## src/rtl/companion_action_if.sv

```systemverilog
// Handshake bundle between the companion button panel and the action controller.
// Buttons and alive flow into the controller; action pulses and status flow out.
interface companion_action_if;
    logic       btn_feed;
    logic       btn_play;
    logic       btn_clean;
    logic       alive;
    logic       feed;
    logic       play;
    logic       clean_up;
    logic       busy;
    logic       rejected;
    logic [1:0] last_action;

    modport master (
        output btn_feed, btn_play, btn_clean, alive,
        input  feed, play, clean_up, busy, rejected, last_action
    );

    modport slave (
        input  btn_feed, btn_play, btn_clean, alive,
        output feed, play, clean_up, busy, rejected, last_action
    );
endinterface

```

## src/rtl/companion_action_ctrl.sv

```systemverilog
// Debounces three push-buttons and arbitrates them into single-cycle action pulses,
// one at a time, separated by a cooldown window.
module companion_action_ctrl #(
    parameter int DEBOUNCE_CYCLES = 1_250_000,
    parameter int COOLDOWN_CYCLES = 125_000_000
) (
    input logic               clk,
    input logic               rst,
    companion_action_if.slave bus
);
    localparam int DB_W = $clog2(DEBOUNCE_CYCLES + 1);
    localparam int CD_W = $clog2(COOLDOWN_CYCLES + 1);
    localparam logic [DB_W-1:0] DB_LAST = DB_W'(DEBOUNCE_CYCLES - 1);
    localparam logic [CD_W-1:0] CD_LOAD = CD_W'(COOLDOWN_CYCLES);
    localparam logic [CD_W-1:0] CD_ONE  = CD_W'(1);

    typedef enum logic [1:0] {
        ST_IDLE     = 2'd0,
        ST_FIRE     = 2'd1,
        ST_COOLDOWN = 2'd2
    } state_t;

    // Button lanes: bit 0 feed, bit 1 clean, bit 2 play (priority order).
    logic [2:0]      btn_s;
    logic [2:0]      sync1_r;
    logic [2:0]      sync2_r;
    logic [2:0]      deb_r;
    logic [2:0]      deb_prev_r;
    logic [DB_W-1:0] db_cnt_r [3];
    logic [2:0]      req_s;

    state_t          state_r;
    logic [1:0]      win_code_s;
    logic            drop_s;
    logic [1:0]      win_r;
    logic [CD_W-1:0] cd_cnt_r;
    logic            feed_r;
    logic            play_r;
    logic            clean_r;
    logic            busy_r;
    logic            rejected_r;
    logic [1:0]      last_action_r;

    assign btn_s = {bus.btn_play, bus.btn_clean, bus.btn_feed};
    assign req_s = deb_r & ~deb_prev_r;

    // Synchronizers, per-button debounce counters and rising-edge history.
    always_ff @(posedge clk) begin
        if (!rst) begin
            sync1_r    <= 3'b000;
            sync2_r    <= 3'b000;
            deb_r      <= 3'b000;
            deb_prev_r <= 3'b000;
            for (int i = 0; i < 3; i++) begin
                db_cnt_r[i] <= {DB_W{1'b0}};
            end
        end else begin
            sync1_r    <= btn_s;
            sync2_r    <= sync1_r;
            deb_prev_r <= deb_r;
            for (int i = 0; i < 3; i++) begin
                if (sync2_r[i] == deb_r[i]) begin
                    db_cnt_r[i] <= {DB_W{1'b0}};
                end else if (db_cnt_r[i] == DB_LAST) begin
                    deb_r[i]    <= ~deb_r[i];
                    db_cnt_r[i] <= {DB_W{1'b0}};
                end else begin
                    db_cnt_r[i] <= db_cnt_r[i] + DB_W'(1);
                end
            end
        end
    end

    // Arbitration: pick the highest-priority request in IDLE and flag anything dropped.
    always_comb begin
        win_code_s = 2'd0;
        drop_s     = 1'b0;
        case (state_r)
            ST_IDLE: begin
                if (bus.alive) begin
                    if (req_s[0]) begin
                        win_code_s = 2'd1;
                    end else if (req_s[1]) begin
                        win_code_s = 2'd2;
                    end else if (req_s[2]) begin
                        win_code_s = 2'd3;
                    end else begin
                        win_code_s = 2'd0;
                    end
                    drop_s = (req_s[0] & (req_s[1] | req_s[2])) | (req_s[1] & req_s[2]);
                end else begin
                    drop_s = |req_s;
                end
            end
            ST_FIRE, ST_COOLDOWN: begin
                drop_s = |req_s;
            end
            default: begin
                drop_s = |req_s;
            end
        endcase
    end

    // Action FSM with registered pulses, busy and last-action status.
    always_ff @(posedge clk) begin
        if (!rst) begin
            state_r       <= ST_IDLE;
            win_r         <= 2'd0;
            cd_cnt_r      <= {CD_W{1'b0}};
            feed_r        <= 1'b0;
            play_r        <= 1'b0;
            clean_r       <= 1'b0;
            busy_r        <= 1'b0;
            rejected_r    <= 1'b0;
            last_action_r <= 2'd0;
        end else begin
            feed_r     <= 1'b0;
            play_r     <= 1'b0;
            clean_r    <= 1'b0;
            rejected_r <= drop_s;
            case (state_r)
                ST_IDLE: begin
                    if (win_code_s != 2'd0) begin
                        win_r   <= win_code_s;
                        state_r <= ST_FIRE;
                        busy_r  <= 1'b1;
                    end else begin
                        busy_r  <= 1'b0;
                    end
                end
                ST_FIRE: begin
                    feed_r        <= (win_r == 2'd1);
                    clean_r       <= (win_r == 2'd2);
                    play_r        <= (win_r == 2'd3);
                    last_action_r <= win_r;
                    cd_cnt_r      <= CD_LOAD;
                    state_r       <= ST_COOLDOWN;
                    busy_r        <= 1'b1;
                end
                ST_COOLDOWN: begin
                    // alive is deliberately ignored here: a started action always runs out.
                    if (cd_cnt_r == CD_ONE) begin
                        cd_cnt_r <= {CD_W{1'b0}};
                        state_r  <= ST_IDLE;
                        busy_r   <= 1'b0;
                    end else begin
                        cd_cnt_r <= cd_cnt_r - CD_W'(1);
                        busy_r   <= 1'b1;
                    end
                end
                default: begin
                    state_r <= ST_IDLE;
                    busy_r  <= 1'b0;
                end
            endcase
        end
    end

    assign bus.feed        = feed_r;
    assign bus.play        = play_r;
    assign bus.clean_up    = clean_r;
    assign bus.busy        = busy_r;
    assign bus.rejected    = rejected_r;
    assign bus.last_action = last_action_r;
endmodule

```

## src/flat_wrapper.sv

```systemverilog
// flat-port wrapper written by rule: the top's interface ports become plain ports
module companion_action_ctrl_flat 
#(
    parameter int DEBOUNCE_CYCLES = 1_250_000,
    parameter int COOLDOWN_CYCLES = 125_000_000
)
  (clk, rst, bus_btn_feed, bus_btn_play, bus_btn_clean, bus_alive, bus_feed, bus_play, bus_clean_up, bus_busy, bus_rejected, bus_last_action);
  companion_action_if bus_i ();
  input logic clk;
  input logic rst;
  input wire logic [$bits(bus_i.btn_feed)-1:0] bus_btn_feed;
  input wire logic [$bits(bus_i.btn_play)-1:0] bus_btn_play;
  input wire logic [$bits(bus_i.btn_clean)-1:0] bus_btn_clean;
  input wire logic [$bits(bus_i.alive)-1:0] bus_alive;
  output wire logic [$bits(bus_i.feed)-1:0] bus_feed;
  output wire logic [$bits(bus_i.play)-1:0] bus_play;
  output wire logic [$bits(bus_i.clean_up)-1:0] bus_clean_up;
  output wire logic [$bits(bus_i.busy)-1:0] bus_busy;
  output wire logic [$bits(bus_i.rejected)-1:0] bus_rejected;
  output wire logic [$bits(bus_i.last_action)-1:0] bus_last_action;
  assign bus_i.btn_feed = bus_btn_feed;
  assign bus_i.btn_play = bus_btn_play;
  assign bus_i.btn_clean = bus_btn_clean;
  assign bus_i.alive = bus_alive;
  assign bus_feed = bus_i.feed;
  assign bus_play = bus_i.play;
  assign bus_clean_up = bus_i.clean_up;
  assign bus_busy = bus_i.busy;
  assign bus_rejected = bus_i.rejected;
  assign bus_last_action = bus_i.last_action;
  companion_action_ctrl #(.DEBOUNCE_CYCLES(DEBOUNCE_CYCLES), .COOLDOWN_CYCLES(COOLDOWN_CYCLES)) u_core (.clk(clk), .rst(rst), .bus(bus_i));
endmodule
```

## config.mk

```make
export PLATFORM = sky130hd
export DESIGN_NAME = companion_action_ctrl_flat
export DESIGN_NICKNAME = d
export VERILOG_FILES = /design/src/rtl/companion_action_if.sv /design/src/rtl/companion_action_ctrl.sv /design/src/flat_wrapper.sv
export SDC_FILE = /design/constraint.sdc
export NUM_CORES = 1
export LEC_CHECK = 0
export ABC_AREA = 1
export BUFFER_PORTS_ARGS = -buffer_cell sky130_fd_sc_hd__clkbuf_2
export CORE_ASPECT_RATIO = 1.4
export CORE_UTILIZATION = 60
export DETAILED_ROUTE_END_ITERATION = 8
export PLACE_DENSITY = 0.89
export SYNTH_ARGS = -nofsm -noshare
export SYNTH_HDL_FRONTEND = slang
export SYNTH_SLANG_ARGS = --single-unit
```

## constraint.sdc

```tcl
create_clock -name clk -period 1.9 [get_ports clk]
set_input_delay 0.19 -clock clk [delete_from_list [all_inputs] [get_ports clk]]
set_output_delay 0.19 -clock clk [all_outputs]
set_load 0.01 [all_outputs]
```

==> impl_results.md <==
- Routed Antenna Nets: 0
- H-tree depth: 4
- Combinational fraction of design power: a little under a third
- Hold WS: 153 ps
- NumNets Final: 948
- Row cnt: between 40 and 50
- Worst-path clk slew: 60 ps
- Largest net degree at the start of global routing: 23
- Int Pwr: 5.97 mW
- Top post-synthesis cells by area: edfxtp_1 (30%), dfxtp_1 (16%), nand2_1 (9.9%), nor2_1 (7.3%), inv_1 (5.7%)
- Antenna Cells: 0
- CTS tree: built
- Area delta synth->final: 20.6%
- Max Slew Vio Count: 0
- Reg-to-reg startpoint: u_core.db_cnt_r[0][1]
- Clock share of power: 34.8%
- CP max-delay cell: edfxtp_1
- Reg2reg path depth: 10
- Starting Density: ~60%
- Register area share after synthesis: approximately 45%
- WS Path Type: reg2reg
- Min-delay src: rst
- Post-layout util: 74.6%
- Min Tclk post-route: 1870 ps
- Synth cell count leaders: nand2_1 (168), nor2_1 (124), inv_1 (98)
- Share of cells above drive strength 1: 12.7%
- Clock Sinks: roughly 110
- Worst Hold Class: in2reg
- Synth Register Bits: about 110
- Max VDD drop: 788 uV
- Critical path's most frequent cell: nor2_4
- Syn avg cell area: between 7 and 8 um^2
- TritonRoute pass-1 iters: 5
- EDFF count, synth: between 60 and 70
- Crit-path cells: ha_4, nand2_4, nor2_4, inv_2, nor2_4, nand2_2, o21ai_4, buf_12, clkbuf_16, nor3b_2
- Overall die height: roughly 120 um
- Global-route wire length before repair: 23900 um
- Routability cong.: about 0.94
- Register share of total power: about 34%
- Synth area leader: edfxtp_1
- CTS Buf Count: 17
- MaxCap Viol Count: 0
- Main synth FF type: edfxtp_1
- Port bufs: 12
- Worst-path maximum fanout: 5
- Leakage: approximately 3.2 nW
- CP arrival: 2040 ps
- Async S/R FF share, synth: 0%
- Required time worst endpoint: a little over 2000 ps
- Endpoints failing hold: 0
- Hold worst-path end: u_core.deb_prev_r[1]
- Hpwl dp: about 9700 um
- Placed Area: approximately 6900 um^2
- Post-Synthesis Cells: 828
- Die footprint: ~11000 um^2
- DRC Markers: 0
- Syn Std Cell Area: approximately 6400 um^2
- Final setup fails: 0
- Via count: 6022
- Cell variety after synth: 40
- Ys Warns: 0
- Status: finished, final reports clean
- Gr usage total: 27.6%
- Most frequent cell after synthesis: nand2_1
- Power Total: approximately 9.2 mW
- Clk_skew: 6.96 ps
- Bufs and invs on worst path: 3
- Largest delay share family, worst path: simple AND/OR/NAND/NOR gates
- Critical R2R Capture: u_core.db_cnt_r[0][14]
- Sw power: about 3.3 mW
- DR iter-0 viols: 490
- Grt total ovfl: 0
- FF-to-FF setup slack: roughly 26 ps
- CORE AREA: between 10000 and 15000 um^2
- Final wirelength: around 15000 um
- Yosys top cell area share: slightly below 30%
- CTS root buffer: clkbuf_16
- Final cycle utilization of the critical path: a little over nine tenths
- Worst setup EP type: flip-flop
- CP startpoint kind: flip-flop
- WL/cell: between 10 and 15 um
- Die W: approximately 89 um
- Cell Pwr Density: approximately 1200 nW/um^2
- Crit path largest cell delay: 420 ps
- Switching part of the total power: 35.4%
- Clk_lat worst skew: between 400 and 500 ps
- Io pins: 13
- Post-route cell area: 7720 um^2
- Via density: around 5.6
- Vias in the first global route: approximately 5700
- Initial antenna violation count: 0
- Hold Path Stages: 3
- Clk buf depth: 2
- Peak Freq: around 530 MHz
## state kept, by name, indices dropped and copies added, names as in the netlist, 2 cells and up
signal / flops
u_core.deb_r: 3
u_core.db_cnt_r: 63
u_core.state_r: 2
u_core.sync2_r: 3
u_core.cd_cnt_r: 27
u_core.win_r: 2
u_core.deb_prev_r: 3
u_core.bus.last_action: 2
u_core.sync1_r: 3
## worst max path at each step
stage | end | from | cells after the start | slack [ps]
2_1_floorplan | u_core.db_cnt_r[2][12] | u_core.db_cnt_r[2][0] | 7 | 200
3_3_place_gp | u_core.db_cnt_r[0][3] | u_core.db_cnt_r[0][1] | 9 | 160
6_report | u_core.db_cnt_r[0][14] | u_core.db_cnt_r[0][1] | 10 | 30
4_1_cts | u_core.db_cnt_r[1][14] | u_core.db_cnt_r[1][0] | 8 | 10
3_5_place_dp | u_core.db_cnt_r[0][3] | u_core.db_cnt_r[0][1] | 9 | 70
5_1_grt | u_core.db_cnt_r[0][20] | u_core.db_cnt_r[0][1] | 10 | -10
## area by class of cell
type                            instances  area [um^2]
Multi-Input combinational cell        661         3330
Sequential cell                       113         2890
Fill cell                             757         2630
Clock buffer                           19          453
Inverter                              101          379
Timing Repair Buffer                   39          347
Tap cell                              138          173
Clock inverter                         13          141
## logic make-up after synthesis
kind of cell    share of synthesized area, %
fa+ha+maj                               1.76
simple gates                            33.7
xor+xnor                                4.10
flops                                   45.2
compound gates                          7.86
buf+inv                                 7.31
other cells                           0.0586
## per-layer routing
layer / up-vias / track usage (%) / wire, um
met5: - / 0 / 0
met4: 0 / 15.2 / 730
met3: 88 / 7.11 / 998
met2: 289 / 46.1 / 7740
met1: 2745 / 31.2 / 5860
li1: 2900 / - / -
## through the flow
step	worst slack [ps]	TNS [ps]	instances
2_1_floorplan	195	0	890
3_3_place_gp	159	0	1042
3_5_place_dp	69.8	0	1042
4_1_cts	11.5	0	1077
5_1_grt	-13.8	-40.9	1084
6_report	26.2	0	1084
## worst min-delay path: stages
cell	delay [ps]
clkbuf_2	190
nand2_1	110
inv_1	30
## power by group through the flow
stage | Combinational, mW | Clock [mW] | Sequential, mW
final | 2.86 | 3.22 | 3.16
after global routing | 3.18 | 3.34 | 3.20
after CTS | 2.80 | 3.22 | 3.15
after detailed placement | 2.74 | 0 | 3.19
after global placement | 2.67 | 0 | 3.18
after floorplan | 2.27 | 0 | 3.13
## cell usage in the layout, fill, tap and decap left out, types with 6 or more instances in the layout
cell	n
nand2_1	166
nor2_1	124
inv_1	97
edfxtp_1	63
conb_1	63
a21oi_1	54
dfxtp_1	50
nand3_1	49
nand4_1	31
nor3_1	28
o21ai_0	24
xor2_1	21
clkbuf_16	19
buf_4	18
nor2_2	17
clkbuf_2	12
xnor2_1	9
or2_2	8
nand3b_1	8
ha_1	8
nor3b_1	7
nor2_4	6
nor3_2	6
## what timing repair did
action / in CTS / in global routing
hold buffers: 3 / 0
endpoints found under the hold margin: 3 / 0
endpoints found under the setup margin: 0 / 20
gates resized for setup: 0 / 13
buffers inserted: 0 / 4
(Power assumes the default switching activity.)
